`config.mk`:
```
export PLATFORM = sky130hd
export DESIGN_NAME = wb_ksa_regs
export DESIGN_NICKNAME = d
export VERILOG_FILES = /design/src/rtl/wb_ksa_regs.sv
export SDC_FILE = /design/constraint.sdc
export NUM_CORES = 1
export LEC_CHECK = 0
export ABC_CLOCK_PERIOD_IN_PS = 2100
export CAP_MARGIN = 20
export CELL_PAD_IN_SITES_DETAIL_PLACEMENT = 0
export CELL_PAD_IN_SITES_GLOBAL_PLACEMENT = 1
export CORE_MARGIN = 2
export CORE_UTILIZATION = 38
export DETAILED_ROUTE_END_ITERATION = 10
export PLACE_DENSITY = 0.82
export SLEW_MARGIN = 20
export SYNTH_ARGS = -nofsm -noshare
export SYNTH_HDL_FRONTEND = slang
export SYNTH_SLANG_ARGS = --single-unit
```
`constraint.sdc`:
```
create_clock -name wb_clk_i -period 2.1 [get_ports wb_clk_i]
set_input_delay 0.42 -clock wb_clk_i [delete_from_list [all_inputs] [get_ports wb_clk_i]]
set_output_delay 0.42 -clock wb_clk_i [all_outputs]
set_load 0.02 [all_outputs]
```
`src/rtl/wb_ksa_regs.sv`:
```
// wb_ksa_regs: Wishbone register front-end for a pipelined Kogge-Stone adder.
// Firmware loads OPA/OPB and pulses START. The sum appears in RESULT L+2
// cycles later, where L = log2(WIDTH). Completion sets DONE and can raise irq[0].
module wb_ksa_regs #(
  parameter int          WIDTH     = 16,
  parameter logic [31:0] BASE_ADDR = 32'h3000_0000
) (
  input  logic             wb_clk_i,
  input  logic             wb_rst_i,
  input  logic             wbs_stb_i,
  input  logic             wbs_cyc_i,
  input  logic             wbs_we_i,
  input  logic [3:0]       wbs_sel_i,
  input  logic [31:0]      wbs_dat_i,
  input  logic [31:0]      wbs_adr_i,
  output logic             wbs_ack_o,
  output logic [31:0]      wbs_dat_o,
  output logic [2:0]       irq,
  output logic [WIDTH:0]   result_o
);

  localparam int L      = $clog2(WIDTH);
  localparam int STAGES = L + 1;           // stage 0, L prefix levels, sum stage

  localparam logic [2:0] OFF_CTRL   = 3'd0;
  localparam logic [2:0] OFF_OPA    = 3'd1;
  localparam logic [2:0] OFF_OPB    = 3'd2;
  localparam logic [2:0] OFF_RESULT = 3'd3;
  localparam logic [2:0] OFF_STATUS = 3'd4;

  // ---------------------------------------------------------------------------
  // Register state
  // ---------------------------------------------------------------------------
  logic             ack_q,    ack_d;
  logic [31:0]      dat_o_q,  dat_o_d;
  logic [WIDTH-1:0] opa_q,    opa_d;
  logic [WIDTH-1:0] opb_q,    opb_d;
  logic             irq_en_q, irq_en_d;
  logic             acc_q,    acc_d;
  logic             done_q,   done_d;
  logic             busy_q,   busy_d;
  logic             err_q,    err_d;
  logic [WIDTH:0]   result_q, result_d;

  // ---------------------------------------------------------------------------
  // Pipeline state
  // ---------------------------------------------------------------------------
  // g/p per prefix level; the level-L propagate is never consumed, so it is not kept
  logic [L:0][WIDTH-1:0]   g_q,  g_d;
  logic [L-1:0][WIDTH-1:0] p_q,  p_d;
  logic [L:0][WIDTH-1:0]   p0_q, p0_d;     // stage-0 propagate, carried along for the sum
  logic [WIDTH:0]          fin_q, fin_d;   // {cout, sum}
  logic [STAGES:0]         vld_pipe;

  // ---------------------------------------------------------------------------
  // Bus decode
  // ---------------------------------------------------------------------------
  logic        hit, access, wr, rd;
  logic [2:0]  off;
  logic [31:0] wmask;
  logic [WIDTH-1:0] opa_wr, opb_wr;
  logic        start_req, start_go, err_set, done_evt;
  logic [31:0] rdata;

  // The block claims a 32-byte window. Words past STATUS ack and read 0.
  assign hit    = (wbs_adr_i[31:5] == BASE_ADDR[31:5]);
  assign off    = wbs_adr_i[4:2];
  assign access = wbs_stb_i & wbs_cyc_i & ~ack_q & hit;
  assign wr     = access & wbs_we_i;
  assign rd     = access & ~wbs_we_i;

  assign wmask  = {{8{wbs_sel_i[3]}}, {8{wbs_sel_i[2]}},
                   {8{wbs_sel_i[1]}}, {8{wbs_sel_i[0]}}};
  assign opa_wr = (opa_q & ~wmask[WIDTH-1:0]) | (wbs_dat_i[WIDTH-1:0] & wmask[WIDTH-1:0]);
  assign opb_wr = (opb_q & ~wmask[WIDTH-1:0]) | (wbs_dat_i[WIDTH-1:0] & wmask[WIDTH-1:0]);

  assign start_req = wr & (off == OFF_CTRL) & wbs_sel_i[0] & wbs_dat_i[0];
  assign start_go  = start_req & ~busy_q;
  assign err_set   = start_req &  busy_q;
  assign done_evt  = vld_pipe[STAGES];

  // ---------------------------------------------------------------------------
  // Kogge-Stone datapath
  // ---------------------------------------------------------------------------
  // Stage 0 holds its value between starts. Later stages flow every cycle, and vld_pipe qualifies them.
  assign g_d[0]  = start_go ? (opa_q & opb_q) : g_q[0];
  assign p_d[0]  = start_go ? (opa_q ^ opb_q) : p_q[0];
  assign p0_d[0] = start_go ? (opa_q ^ opb_q) : p0_q[0];

  for (genvar k = 1; k <= L; k++) begin : g_lvl
    localparam int D = 2 ** (k - 1);
    assign g_d[k][D-1:0]     = g_q[k-1][D-1:0];
    assign g_d[k][WIDTH-1:D] = g_q[k-1][WIDTH-1:D]
                             | (p_q[k-1][WIDTH-1:D] & g_q[k-1][WIDTH-1-D:0]);
    assign p0_d[k]           = p0_q[k-1];
    if (k < L) begin : g_p
      assign p_d[k][D-1:0]     = p_q[k-1][D-1:0];
      assign p_d[k][WIDTH-1:D] = p_q[k-1][WIDTH-1:D] & p_q[k-1][WIDTH-1-D:0];
    end
  end

  // With carry-in 0, the level-L group generate at bit i is the carry into bit i+1
  assign fin_d = {g_q[L][WIDTH-1], p0_q[L] ^ {g_q[L][WIDTH-2:0], 1'b0}};

  // Pipeline registers; the valid bit shifts alongside the data
  always_ff @(posedge wb_clk_i) begin
    if (wb_rst_i) begin
      g_q      <= '0;
      p_q      <= '0;
      p0_q     <= '0;
      fin_q    <= '0;
      vld_pipe <= '0;
    end else begin
      g_q      <= g_d;
      p_q      <= p_d;
      p0_q     <= p0_d;
      fin_q    <= fin_d;
      vld_pipe <= {vld_pipe[STAGES-1:0], start_go};
    end
  end

  // ---------------------------------------------------------------------------
  // Register file
  // ---------------------------------------------------------------------------
  // Read mux; values are sampled before this edge's write
  always_comb begin
    rdata = '0;
    case (off)
      OFF_CTRL:   rdata[2:1]       = {acc_q, irq_en_q};
      OFF_OPA:    rdata[WIDTH-1:0] = opa_q;
      OFF_OPB:    rdata[WIDTH-1:0] = opb_q;
      OFF_RESULT: rdata[WIDTH:0]   = result_q;
      OFF_STATUS: rdata[2:0]       = {err_q, busy_q, done_q};
      default:    rdata            = '0;
    endcase
  end

  // Next-state for registers: firmware writes first, completion overrides them
  always_comb begin
    opa_d    = opa_q;
    opb_d    = opb_q;
    irq_en_d = irq_en_q;
    acc_d    = acc_q;
    done_d   = done_q;
    busy_d   = busy_q;
    err_d    = err_q;
    result_d = result_q;
    if (wr) begin
      case (off)
        OFF_CTRL: if (wbs_sel_i[0]) begin
          irq_en_d = wbs_dat_i[1];
          acc_d    = wbs_dat_i[2];
        end
        OFF_OPA: opa_d = opa_wr;
        OFF_OPB: opb_d = opb_wr;
        OFF_STATUS: if (wbs_sel_i[0]) begin
          if (wbs_dat_i[0]) done_d = 1'b0;
          if (wbs_dat_i[2]) err_d  = 1'b0;
        end
        default: ;
      endcase
    end
    if (start_go) busy_d = 1'b1;
    if (err_set)  err_d  = 1'b1;
    if (done_evt) begin
      result_d = fin_q;
      done_d   = 1'b1;
      busy_d   = 1'b0;
      if (acc_q) opa_d = fin_q[WIDTH-1:0];
    end
  end

  // Single-cycle ack with registered read data
  always_comb begin
    ack_d   = access;
    dat_o_d = rd ? rdata : '0;
  end

  // Register-file and bus-response state
  always_ff @(posedge wb_clk_i) begin
    if (wb_rst_i) begin
      ack_q    <= 1'b0;
      dat_o_q  <= '0;
      opa_q    <= '0;
      opb_q    <= '0;
      irq_en_q <= 1'b0;
      acc_q    <= 1'b0;
      done_q   <= 1'b0;
      busy_q   <= 1'b0;
      err_q    <= 1'b0;
      result_q <= '0;
    end else begin
      ack_q    <= ack_d;
      dat_o_q  <= dat_o_d;
      opa_q    <= opa_d;
      opb_q    <= opb_d;
      irq_en_q <= irq_en_d;
      acc_q    <= acc_d;
      done_q   <= done_d;
      busy_q   <= busy_d;
      err_q    <= err_d;
      result_q <= result_d;
    end
  end

  assign wbs_ack_o = ack_q;
  assign wbs_dat_o = dat_o_q;
  assign irq       = {2'b00, done_q & irq_en_q};
  assign result_o  = result_q;

  // Address bits below word granularity and upper data/mask bits are intentionally ignored
  logic unused_ok;
  assign unused_ok = &{1'b0, wbs_adr_i, wbs_dat_i, wmask};

endmodule

```
==> flow_summary.yaml <==
synth:
  post_synth_num_cell_types: 48
  synth_common_cells: "sky130_fd_sc_hd__dfxtp_1, sky130_fd_sc_hd__nor2_1, sky130_fd_sc_hd__nor2b_1, sky130_fd_sc_hd__a21oi_1, sky130_fd_sc_hd__clkbuf_1"
  synth_cells: 982
  synth_compound_area_share_pct: 5.72
  ys_dominant_reg_cell: "sky130_fd_sc_hd__dfxtp_1"
  post_synth_main_area_contributors: "sky130_fd_sc_hd__dfxtp_1, sky130_fd_sc_hd__nor2b_1, sky130_fd_sc_hd__nor2_1"
  register_bit_count_reported_by_yosys: 289
  synth-xor-area-share_pct: 1.31
  syn-cell-area_mm2: 0.0100
  synth_fa_ha_area_share_pct: 2.00
  synthDominantAreaCellType: "sky130_fd_sc_hd__dfxtp_1"
  yosys-mux-area-fraction_pct: 5.50
  synth_sequential_area_ratio_pct: 57.9
  synth.top_cell.area_share_pct: 57.9
  ys.warnings.count: 0
  syn_area_per_cell_um2: 10.2
  number_of_enable_type_register_cells_in_the_synthesized_netlist: 0
  synth_top_family_by_area: "simple AND/OR/NAND/NOR gates"
  synth_most_common_cell: "sky130_fd_sc_hd__dfxtp_1"
  ys_async_sr_fraction_pct: 0
  post_synth_and_or_nand_nor_area_fraction_pct: 24.1
clock_network:
  ctsRootBufferMaster: "sky130_fd_sc_hd__clkbuf_16"
  clock_path_buffers: 3
  clkLatencyLatePin_ns: 0.54
  cts_tree: "built"
  clk_pin_slew_worst_paths_ns: 0.07
  clock_sinks: 289
  cts_htree_levels: 1
  number_of_buffers_inserted_during_clock_tree_synthesis: 27
power_and_ir_drop:
  power.share.clock_pct: 45.7
  sw_frac_of_total_pct: 21.2
  internal_power_mw: 8.44
  areal_power_density_over_the_cells_mw_per_mm2: 860
  combPwrFrac_pct: 3.1
  overall_power_consumption_mw: 10.7
  seq_power_share_pct: 51.2
  static-leakage-power_nw: 4.76
  worst_ir_drop_vdd_v: 0.000636
  power.net_switching_mw: 2.27
sta:
  setup_viol_count_final: 0
  fmax_mhz: 486
  drv_slew: 0
  final.setup.worst_slack_ns: 0.0430
  finalCriticalPeriod_ns: 2.06
  post-route-period-util_pct: 98.0
  rsz_0062_raised_after_global_routing: "false"
  finalHoldViolCount: 0
  setup_total_negative_slack_ns: 0
  clock-skew-final_ns: 0.00784
global_route:
  vias_in_the_first_global_route: 6784
  antenna_violations_before_repair: 0
  first_pass_grt_wire_length_mm: 35.8
  global_route.overflow_total: 0
  grt_start_max_net_pins: 55
  grtUsageTotal_pct: 15.8
min_path:
  worst_hold_path_cell_count: 2
  worst_hold_path_type: "input pin to flip-flop"
critical_path:
  critical_path_peak_fanout: 3
  reg2reg_slack_ns: 0.11
  worstPathCellList: "clkdlybuf4s50_1 > nor4_2 > nand2_1 > or4_4 > or4b_1 > a21oi_2"
  setup.worst_path.start_class: "input pin"
  critical-path-slowest-cell: "sky130_fd_sc_hd__or4_4"
  timing.critical_path.to_type: "flip-flop"
  critical-path-max-stage-delay_ns: 0.53
  timing.critical_path.required_ns: 2.57
  reg2reg_from: "wbs_ack_o"
  timing.critical_path.arrival_ns: 2.53
  timing.critical_path.from: "wbs_adr_i[24]"
  cp-endpoint: "err_q"
  criticalPathCategory: "input pin to flip-flop"
  regToRegEndpoint: "err_q"
  reg2regPathDepth: 5
die:
  core_area_mm2: 0.0259
  die_area_mm2: 0.0276
  die-height_um: 166
  fp.dieW_um: 166
  boundaryPins: 126
  floorplan.initialDensity_pct: 38.6
  num_rows: 59
place:
  place_worst_setup_slack_ns: -0.472
  final_wtd_congestion: 0.824
  number_of_port_buffers: 88
  placed_cells: 1402
  hpwlAfterDp_mm: 15.4
cells_and_area:
  fin_nets: 1185
  layout.core_utilization_pct: 48.0
  final_layout_size_suffix_gt1_share_pct: 11.7
  area.growth.synth_to_final_pct: 24.5
  layout.cells.non_filler: 1450
  num_antenna_cells: 0
drt:
  remaining_drc_errors: 0
  via_per_inst: 4.83
  routedWlPerCell_um: 15.4
  first_drt_pass_iteration_count: 4
  drt-total-wl_mm: 22.3
  postRouteAntennaNets: 0
  dr_total_vias: 7007
  drtIter0Drc: 382
run_status:
  status: "complete, no violations"
flow_run:
  max_cap_viol_count: 0
timing repair:
| item | 4_1_cts | 5_1_grt |
|---|---|---|
| hold buffers | 0 | 0 |
| endpoints found under the setup margin | 0 | 3 |
| gates resized for setup | 0 | 5 |
| setup buffers | 0 | 0 |
flip-flops by register name, indices dropped and copies added, names as in the netlist, 16 cells and up, named ones only:
register and count:
fin_q 17, g_q 64, opa_q 16, p0_d 61, p0_q 16, p_q 35, result_o 17, wbs_dat_o 17
how the worst min path moves through the flow:
stage / to / from / slack (ns)
floorplan: fin_d[16] / g_q[63] / 0.41
global route: result_o[8] / wb_rst_i / 0.29
detailed placement: p0_q[70] / p0_d[70] / 0.42
CTS: result_o[8] / wb_rst_i / 0.28
finish: result_o[8] / wb_rst_i / 0.29
global placement: p0_d[62] / p0_d[46] / 0.42
power by group through the flow:
stage          registers [mW]  logic (mW)  clock network (mW)
2_1_floorplan            5.60       0.169                   0
3_3_place_gp             5.60       0.329                   0
3_5_place_dp             5.60       0.331                   0
4_1_cts                  5.48       0.332                5.00
5_1_grt                  5.48       0.354                5.22
6_report                 5.48       0.332                4.89
per-layer routing:
metal	vias to the layer above	GRT usage (%)	part of all wire, %
li1	3508	-	-
met1	3317	21.5	47
met2	132	25.8	46
met3	50	2.29	3.3
met4	0	5.78	3.5
met5	-	0	0
cell type report:
cell class	instances	area (um2)
fillers	2386	13500
flip-flops and latches	289	5790
multi-input cells	635	3940
repair buffers	141	1410
clock buffers	31	711
well taps	335	419
clock inverters	17	180
inverters	2	7.51
placed cells by master (no fill, tap or decap), types with 27 or more instances in the layout:
cell and instances:
sky130_fd_sc_hd__mux2i_1 38, sky130_fd_sc_hd__a21oi_1 66, sky130_fd_sc_hd__dfxtp_1 289, sky130_fd_sc_hd__clkbuf_16 27
sky130_fd_sc_hd__nor2b_1 90, sky130_fd_sc_hd__buf_4 43, sky130_fd_sc_hd__clkdlybuf4s50_1 85, sky130_fd_sc_hd__nand2_1 39
sky130_fd_sc_hd__nor2_1 137
cell families (layout without fill, tap and decap cells):
family                     Yosys count  in the layout
xor gates and xnor gates            15             15
buffers and inverters               74            191
AOI/OAI and AO/OA                  104            104
and+or+nand+nor                    431            431
other                                1             17
DFF                                289            289
muxes                               52             52
adders and majority gates           16             16
per-stage QoR:
stage	instance area, um2	hold slack (ns)
2_1_floorplan	10100	0.413
3_3_place_gp	11500	0.416
3_5_place_dp	11500	0.420
4_1_cts	12400	0.279
5_1_grt	12400	0.293
6_report	12400	0.286
critical path, delay by kind of cell:
family,cells,cell delay (ns)
AOI/OAI and AO/OA,1,0.14
buffers and inverters,1,0.45
and+or+nand+nor,4,1.52
Power figures use the tool's default switching activity.
